**config.mk**
```make
export PLATFORM = sky130hd
export DESIGN_NAME = bus_response_mux
export DESIGN_NICKNAME = d
export VERILOG_FILES = /design/src/rtl/chipset_bus_pkg.sv /design/src/rtl/bus_priority_encoder.sv /design/src/rtl/bus_response_mux.sv
export SDC_FILE = /design/constraint.sdc
export NUM_CORES = 1
export LEC_CHECK = 0
export ABC_AREA = 0
export BUFFER_PORTS_ARGS = -buffer_cell sky130_fd_sc_hd__buf_4
export CORE_MARGIN = 1.5
export CORE_UTILIZATION = 45
export CTS_BUF_LIST = sky130_fd_sc_hd__clkbuf_8
export CTS_CLUSTER_DIAMETER = 30
export DETAILED_ROUTE_END_ITERATION = 12
export HOLD_SLACK_MARGIN = 0.15
export PLACE_DENSITY = 0.76
export RECOVER_POWER = 100
export REMOVE_ABC_BUFFERS = 1
export SLEW_MARGIN = 0
export SYNTH_ARGS = -nofsm -noshare
export SYNTH_HDL_FRONTEND = slang
export SYNTH_HIERARCHICAL = 1
export SYNTH_SLANG_ARGS = --single-unit
export TNS_END_PERCENT = 20
```
**constraint.sdc**
```tcl
create_clock -name clock -period 2 [get_ports clock]
set_input_delay 0 -clock clock [delete_from_list [all_inputs] [get_ports clock]]
set_output_delay 0 -clock clock [all_outputs]
set_load 0.01 [all_outputs]
```
**src/rtl/chipset_bus_pkg.sv**
```systemverilog
`default_nettype none
// ============================================================================
// Module   : chipset_bus_pkg
// Purpose  : Shared types and helpers for the chipset bus response path.
//            - bus_state_t : response FSM states
//            - OPEN_BUS    : value returned by a read that nobody answered
//            - get_slice() : pull one source's field out of a flattened
//                            per-source vector
// Revision : 1.0 - initial release
// ============================================================================
package chipset_bus_pkg;

  typedef enum logic [1:0] {
    ST_IDLE    = 2'd0,
    ST_WAIT    = 2'd1,
    ST_DONE    = 2'd2,
    ST_TIMEOUT = 2'd3
  } bus_state_t;

  // Upper bounds for the generic slice helper. Callers zero-pad their
  // flattened vector to SLICE_VEC_W and truncate the result to their width.
  localparam int SLICE_VEC_W = 1024;
  localparam int SLICE_MAX_W = 64;

  // All-ones read data for a cycle closed by the watchdog.
  localparam logic [SLICE_MAX_W-1:0] OPEN_BUS = '1;

  // Field number idx of width bits from a flattened vector. Shift-and-mask
  // keeps the index arithmetic out of bit-select expressions.
  function automatic logic [SLICE_MAX_W-1:0] get_slice(
    input logic [SLICE_VEC_W-1:0] flat,
    input int                     idx,
    input int                     width
  );
    logic [SLICE_VEC_W-1:0] shifted;
    logic [SLICE_MAX_W-1:0] mask;
    shifted = flat >> (idx * width);
    mask    = {SLICE_MAX_W{1'b1}} >> (SLICE_MAX_W - width);
    return shifted[SLICE_MAX_W-1:0] & mask;
  endfunction

endpackage
`default_nettype wire

```
**src/rtl/bus_priority_encoder.sv**
```systemverilog
`default_nettype none
// ============================================================================
// Module   : bus_priority_encoder
// Purpose  : Fixed-priority encoder, bit 0 highest priority. Combinational.
// Ports    : request [WIDTH] in  - per-source claims
//            grant   [WIDTH] out - one-hot winner, zero when no claim
//            none            out - no request bit set
// Revision : 1.0 - initial release
// ============================================================================
module bus_priority_encoder
  import chipset_bus_pkg::*;
#(
  parameter int WIDTH = 4
) (
  input  logic [WIDTH-1:0] request,
  output logic [WIDTH-1:0] grant,
  output logic             none
);

  always_comb begin
    grant = '0;
    none  = 1'b1;
    // Scanning upward, the first set bit wins; 'none' doubles as the
    // "nobody granted yet" flag so later bits are masked off.
    for (int i = 0; i < WIDTH; i++) begin
      if (request[i] && none) begin
        grant[i] = 1'b1;
        none     = 1'b0;
      end
    end
  end

endmodule
`default_nettype wire

```
**src/rtl/bus_response_mux.sv**
```systemverilog
`default_nettype none
// ============================================================================
// Module   : bus_response_mux
// Purpose  : Steers read data and generates bus_ready for each CPU/DMA bus
//            cycle. Arbitrates NUM_SOURCES internal responders (index 0
//            highest priority) and the external bus, inserts per-source wait
//            states, and closes hung cycles through a watchdog.
// Ports    : clock, reset            - clock, synchronous active-high reset
//            *_read_n / *_write_n    - active-low bus strobes
//            source_select/_data/_ready/_wait_states - per-source interface
//            ext_data, ext_ready     - external bus channel
//            timeout_clear           - clears the sticky timeout flag
//            data_bus_out            - registered read data
//            data_bus_direction      - external bus drives this read
//            bus_ready               - registered cycle-complete
//            active_grant            - registered one-hot grant
//            timeout_error           - sticky watchdog flag
// Revision : 1.0 - initial release
// ============================================================================
module bus_response_mux #(
  parameter int NUM_SOURCES    = 4,
  parameter int DATA_WIDTH     = 8,
  parameter int WAIT_WIDTH     = 4,
  parameter int TIMEOUT_CYCLES = 255,
  parameter int TIMEOUT_WIDTH  = 8
) (
  input  logic                              clock,
  input  logic                              reset,
  input  logic                              memory_read_n,
  input  logic                              memory_write_n,
  input  logic                              io_read_n,
  input  logic                              io_write_n,
  input  logic [NUM_SOURCES-1:0]            source_select,
  input  logic [NUM_SOURCES*DATA_WIDTH-1:0] source_data,
  input  logic [NUM_SOURCES-1:0]            source_ready,
  input  logic [NUM_SOURCES*WAIT_WIDTH-1:0] source_wait_states,
  input  logic [DATA_WIDTH-1:0]             ext_data,
  input  logic                              ext_ready,
  input  logic                              timeout_clear,
  output logic [DATA_WIDTH-1:0]             data_bus_out,
  output logic                              data_bus_direction,
  output logic                              bus_ready,
  output logic [NUM_SOURCES-1:0]            active_grant,
  output logic                              timeout_error
);

  import chipset_bus_pkg::*;

  localparam int PAD_DATA = SLICE_VEC_W - NUM_SOURCES * DATA_WIDTH;
  localparam int PAD_WAIT = SLICE_VEC_W - NUM_SOURCES * WAIT_WIDTH;

  // Registered state
  bus_state_t               state_q;
  logic                     strobe_q;
  logic                     read_sample_q;
  logic [NUM_SOURCES-1:0]   grant_q;
  logic                     ext_q;
  logic                     read_q;
  logic [WAIT_WIDTH-1:0]    wait_q;
  logic [TIMEOUT_WIDTH-1:0] wd_q;
  logic [DATA_WIDTH-1:0]    data_q;
  logic                     ready_q;
  logic                     error_q;

  // Combinational helpers
  logic                     strobe_now;
  logic                     read_now;
  logic [NUM_SOURCES-1:0]   enc_grant;
  logic                     enc_none;
  logic [SLICE_VEC_W-1:0]   data_flat;
  logic [SLICE_VEC_W-1:0]   wait_flat;
  logic [WAIT_WIDTH-1:0]    idle_wait;
  logic [DATA_WIDTH-1:0]    grant_data;
  logic                     grant_ready;
  logic                     complete;
  logic [TIMEOUT_WIDTH-1:0] wd_inc;
  logic                     wd_hit;
  logic                     timeout_set;

  assign strobe_now = ~memory_read_n | ~memory_write_n | ~io_read_n | ~io_write_n;
  assign read_now   = ~memory_read_n | ~io_read_n;

  assign data_flat = {{PAD_DATA{1'b0}}, source_data};
  assign wait_flat = {{PAD_WAIT{1'b0}}, source_wait_states};

  bus_priority_encoder #(
    .WIDTH (NUM_SOURCES)
  ) u_priority (
    .request (source_select),
    .grant   (enc_grant),
    .none    (enc_none)
  );

  // Wait-state count of the source that would win if a cycle started now.
  always_comb begin
    idle_wait = '0;
    for (int i = 0; i < NUM_SOURCES; i++) begin
      if (enc_grant[i]) begin
        idle_wait = WAIT_WIDTH'(get_slice(wait_flat, i, WAIT_WIDTH));
      end
    end
  end

  // Data and ready of the latched grant; external channel when no source won.
  always_comb begin
    grant_data  = ext_data;
    grant_ready = ext_ready;
    for (int i = 0; i < NUM_SOURCES; i++) begin
      if (grant_q[i]) begin
        grant_data  = DATA_WIDTH'(get_slice(data_flat, i, DATA_WIDTH));
        grant_ready = source_ready[i];
      end
    end
  end

  assign complete = (wait_q == '0) && grant_ready;
  assign wd_inc   = (&wd_q) ? wd_q : wd_q + 1'b1;
  assign wd_hit   = (TIMEOUT_CYCLES != 0) &&
                    (wd_inc == TIMEOUT_WIDTH'(TIMEOUT_CYCLES));

  // A normal completion on the same edge as the watchdog limit takes priority.
  assign timeout_set = (state_q == ST_WAIT) && strobe_q && !complete && wd_hit;

  // The bus strobes are asynchronous to this block, so they are registered
  // once and the FSM acts only on the registered copy.
  always_ff @(posedge clock) begin
    if (reset) begin
      state_q       <= ST_IDLE;
      strobe_q      <= 1'b0;
      read_sample_q <= 1'b0;
      grant_q       <= '0;
      ext_q         <= 1'b0;
      read_q        <= 1'b0;
      wait_q        <= '0;
      wd_q          <= '0;
      data_q        <= '0;
      ready_q       <= 1'b0;
      error_q       <= 1'b0;
    end else begin
      strobe_q      <= strobe_now;
      read_sample_q <= read_now;
      // Set dominates a simultaneous clear.
      error_q       <= timeout_set | (error_q & ~timeout_clear);

      case (state_q)
        ST_IDLE: begin
          if (strobe_q) begin
            state_q <= ST_WAIT;
            grant_q <= enc_grant;
            ext_q   <= enc_none;
            wait_q  <= enc_none ? '0 : idle_wait;
            wd_q    <= '0;
            read_q  <= read_sample_q;
          end
        end

        ST_WAIT: begin
          if (!strobe_q) begin
            // Aborted cycle: back to idle silently.
            state_q <= ST_IDLE;
            grant_q <= '0;
            ext_q   <= 1'b0;
            read_q  <= 1'b0;
            wait_q  <= '0;
          end else if (complete) begin
            state_q <= ST_DONE;
            ready_q <= 1'b1;
            data_q  <= read_q ? grant_data : '0;
          end else begin
            if (wait_q != '0) begin
              wait_q <= wait_q - 1'b1;
            end
            wd_q <= wd_inc;
            if (wd_hit) begin
              state_q <= ST_TIMEOUT;
              ready_q <= 1'b1;
              data_q  <= read_q ? DATA_WIDTH'(OPEN_BUS) : '0;
            end
          end
        end

        ST_DONE, ST_TIMEOUT: begin
          if (!strobe_q) begin
            state_q <= ST_IDLE;
            ready_q <= 1'b0;
            data_q  <= '0;
            grant_q <= '0;
            ext_q   <= 1'b0;
            read_q  <= 1'b0;
          end
        end

        default: state_q <= ST_IDLE;
      endcase
    end
  end

  assign data_bus_out       = data_q;
  assign bus_ready          = ready_q;
  assign active_grant       = grant_q;
  assign timeout_error      = error_q;
  assign data_bus_direction = ext_q & read_q & (state_q != ST_IDLE);

endmodule
`default_nettype wire

```
# After elaboration in Yosys (flattened, before gate mapping)
# Index checks and enable logic that the tools add are counted.
# totals
ff_bits,32
input_bits,72
output_inout_bits,15
wordCells,117
# op_classes
n_addsub,2
eq_ne,13
muxes,56
bitwise_logic,13
reduce_logical,22
# op_table
op,n
$mux 8,14
$mux 4,11
$pmux 8 s2,2
$mux 1,18
$pmux 4 s2,2
$reduce_and 4->1,3
$mux 2,5
$ne 2x2->1 const B,5
$add 8x1->8 const B,1
$eq 8x8->1 const B,1
$reduce_and 8->1,1
$logic_and 1x1->1,7
$ne 3x3->1 const B,2
$pmux 1 s2,3
$pmux 2 s3,1
$reduce_bool 2->1,3
$not 1->1,5
$or 1x1->1,5
$eq 2x2->1 const B,2
$logic_not 4->1,1
$ne 4x4->1 const B,1
$reduce_bool 4->1,1
$sub 4x1->4 const B,1
$and 1x1->1,3
8 further kinds,8

# Longest topological paths before layout
# depth
depth_word,11
ltp_mapped,9
depth_no_buf,8

# Hierarchy
# The synthesis kept the hierarchy.
# by_module_without_submodules
module,n_inst,cells_each,area_per_inst_um2,seq_area_each_um2
bus_response_mux,1,274,2125.8,640.6
bus_priority_encoder,1,5,48.8,0.0

# Worst setup path after synthesis
# OpenSTA, ideal clock, no wires.
# synth_path
path_kind,flip-flop to flip-flop
startpoint,register grant_q[0] (netlist: active_grant[0])
endpoint,register wd_q[0]
setup_time_ps,121
arrival_time_ps,1930
required_ps,1879
path_slack_ps,-51
stages_incl_launch_ff,8
path_buffers,2
synth_period_minus_slack_ps,2051
cell_sequence,dfxtp_1 -> buf_6 -> mux2_4 -> a221o_1 -> a211oi_2 -> buf_6 -> a21oi_1 -> mux2_2
# synth_between
elab_chain_cells,7
# synth_rtl
item,line,text
from (decl),bus_response_mux.sv:56,logic [NUM_SOURCES-1:0] grant_q;
from (signal assigned),bus_response_mux.sv:149,grant_q <= enc_grant;
$mux 1 (4 in a row),bus_response_mux.sv:109,if (grant_q[i]) begin
$logic_and 1x1->1,bus_response_mux.sv:116,assign complete = (wait_q == '0) && grant_ready;
$ne 2x2->1 (no line),n/a,
$reduce_and 4->1 (no line),n/a,
to (signal assigned),bus_response_mux.sv:173,wd_q <= wd_inc;
to (decl),bus_response_mux.sv:60,logic [TIMEOUT_WIDTH-1:0] wd_q;
# No other way between the ends.
# A chain may end at the register's enable or synchronous reset.

# Final worst setup path
# layout_path
startpoint,register grant_q[0] (netlist: active_grant[0])
endpoint,register wd_q[3]
# The elaborated chain is that of the path after synthesis.

==> impl_metrics.yaml <==
timing:
  period_share_pct: 98.6
  setup_viol: 0
  relSlewSlack_pct: 51.9
  worst_pin_slew_ns: 0.721
  timing.hold.ws_ns: 0.148
  rsz0062_at_grt: "yes"
  clock.fmax_ghz: 0.507
  setup_ws_ns: 0.0270
  hold_viol_final: 0
  drv_slew: 0
  skew_ns: 0.00241
  fin_crit_ns: 1.97
  final.setup.tns_ns: 0
grt:
  grt_pass1_vias: 2229
  grt_antenna_before_repair: 0
  grt_start_max_net_pins: 27
  grt_overflow: 0
  grt_pass1_wl_mm: 10.0
  grt_usage_pct: 23.9
setup_path:
  critical_path_class: "register to register"
  crit_slowest_cell: "a221o_1"
  cp_max_fo: 5
  reg2regPathDepth: 7
  r2r_end: "wd_q[3]"
  path_cells: "mux2_4 -> a221o_1 -> a211oi_2 -> buf_2 -> buf_4 -> o2111ai_1 -> a21oi_1"
  required_ns: 2.21
  cp_top_family: "compound AO/OA/AOI/OAI gates"
  r2r_start: "active_grant[0]"
  ff2ff_setup_slack_ns: 0.03
  cp_num_buf_inv: 2
  end_kind: "register"
  crit_arrival_ns: 2.19
  worstSetupStartpointType: "register"
  critPathMaxStageDelay_ns: 0.36
cts:
  cts-htree-levels: 2
  numCtsBuffers: 5
  cts.clk_slew.worst_paths_ns: 0.06
  cts_tree: "done"
  cts_sinks: 32
  clock_latency_ns: 0.28
  ctsLongestPathBuffers: 2
  cts_root_buf: "clkbuf_8"
synthesis:
  synthSimpleGateAreaFrac_pct: 20.5
  async_flop_share_pct: 0
  ys_ff_latch: 32
  synthXorXnorAreaFrac_pct: 0.403
  synthCells: 279
  ys_warn_count: 6
  synth_top_family_by_area: "compound AO/OA/AOI/OAI gates"
  syn-cell-area_mm2: 0.00217
  yosysUniqueCellTypes: 54
  syn_avg_cell_area_um2: 7.79
  ys.flop_type: "dfxtp_1"
  synthMuxAreaShare_pct: 9.03
  synth_edf_count: 0
  synth_compound_area_share_pct: 31.4
  synthAdderAreaFrac_pct: 1.73
  ys_seq_area_share_pct: 29.5
finish:
  final_cell_mix: "buf_4 (99), a21oi_1 (30), dfxtp_1 (27)"
  syn_to_final_growth_pct: 48.7
  final_layout_size_suffix_gt1_share_pct: 35.6
  final_common_cell: "buf_4"
  finalInstanceArea_mm2: 0.00323
  layout.cells.non_filler: 447
  postLayoutCoreUtil_pct: 68.9
  fin_nets: 467
  fillers: 393
  diodes: 0
power:
  vdd_drop_max_mv: 0.606
  p_per_area_mw_per_mm2: 549
  power_mw: 1.77
  leakage_nw: 1.34
die:
  die_w_um: 72.5
  coreArea_mm2: 0.00469
  start_util_pct: 46.3
  num_rows: 25
  die_area_mm2: 0.00526
  io_pins: 87
  die_y_um: 72.5
placement:
  dp.cells: 422
  dp_hpwl_mm: 4.64
  pre_cts_ws_ns: 0.0188
  gp_congestion: 0.903
  place_area_mm2: 0.00297
  io_buffer_count: 86
drt:
  wl_mm: 6.42
  drcViolationCount: 0
  drtAntennaViolNets: 0
  wl_per_cell_um: 14.4
  first_iter_violations: 140
  vias: 2497
  drt_first_pass_iters: 5
  viasPerCell: 5.59
min_path:
  hp-class: "input port to register"
  min_from: "source_select[2]"
  hold_depth: 4
  holdPathEnd: "ext_q"
job:
  cap_violations: 0
status:
  status: "completed"
where the power goes:
| part | switching, mW | internal [mW] | leakage (nW) | total, mW |
|---|---|---|---|---|
| combinational | 0.190 | 0.238 | 1.01 | 0.428 |
| clock | 0.231 | 0.439 | 0.0645 | 0.670 |
| sequential | 0.0184 | 0.658 | 0.262 | 0.676 |
per-layer routing:
layer	GRT usage [%]	up-vias	part of all wire, %
met5	0	-	0
met4	5.45	0	1.1
met3	5.56	8	7.7
met2	42.5	98	51
met1	29.2	1140	41
li1	-	1251	-
worst register-to-register path, delay by kind of cell, from the launching register on:
family / cells / cell delay, ns
AO/OA/AOI/OAI: 4 / 0.93
buffers and inverters: 2 / 0.35
flip-flops: 1 / 0.34
multiplexers: 1 / 0.29
synthesized netlist by cell type (4+ instances only):
cell type | number | area (um2)
a221oi_1 | 5 | 43.8
mux2i_1 | 8 | 80.1
a22oi_1 | 6 | 45.0
dfxtp_1 | 32 | 641
clkbuf_1 | 10 | 37.5
nor2_1 | 23 | 86.3
inv_1 | 17 | 63.8
o21ai_0 | 26 | 130
and3_1 | 6 | 37.5
nand3_1 | 4 | 20.0
nand2_1 | 23 | 86.3
a21oi_1 | 30 | 150
nor3_1 | 4 | 20.0
nor2b_1 | 12 | 75.1
mux2_2 | 9 | 101
a211oi_1 | 4 | 30.0
buf_2 | 4 | 20.0
registers in the layout, indices dropped and copies added (netlist names):
signal,count
data_bus_out,8
wd_q,8
active_grant,4
wait_q,4
state_q,2
bus_ready,1
ext_q,1
read_q,1
read_sample_q,1
strobe_q,1
timeout_error,1
timing repair:
action / CTS / global route
cloned: 0 / 1
buffers inserted: 0 / 7
hold buffers: 9 / 0
resized for setup: 2 / 13
endpoints found under the hold margin: 20 / 0
pin swaps: 0 / 7
setup endpoints to repair: 3 / 15
cell type report:
type	instances	area [um2]	share of cell area, %
multi-input combinational	211	1410	43.5
timing repair buffer	125	922	28.5
sequential	32	647	20.0
clock buffer	7	96.3	2.98
tap	54	67.6	2.09
inverter	17	63.8	1.97
clock inverter	1	30.0	0.929
worst max-delay path by stage:
stage | cells past startpoint | start | endpoint | slack, ns
final | 7 | active_grant[0] | wd_q[3] | 0.03
after global routing | 7 | active_grant[0] | wd_q[3] | -0.06
after CTS | 6 | active_grant[0] | wd_q[6] | 0.006
after detailed placement | 8 | wd_q[0] | data_bus_out[6] | 0.02
after global placement | 7 | active_grant[0] | wd_q[5] | 0.09
after floorplan | 5 | active_grant[0] | wd_q[0] | -0.36
kinds of logic (layout without fill, tap and decap cells):
| logic type | after synthesis | count (layout) |
|---|---|---|
| mux | 18 | 18 |
| xor+xnor | 1 | 1 |
| compound gates | 102 | 102 |
| fa+ha+maj | 3 | 3 |
| flops | 32 | 32 |
| buf+inv | 36 | 150 |
| simple gates | 87 | 87 |
(Power assumes the default switching activity.)
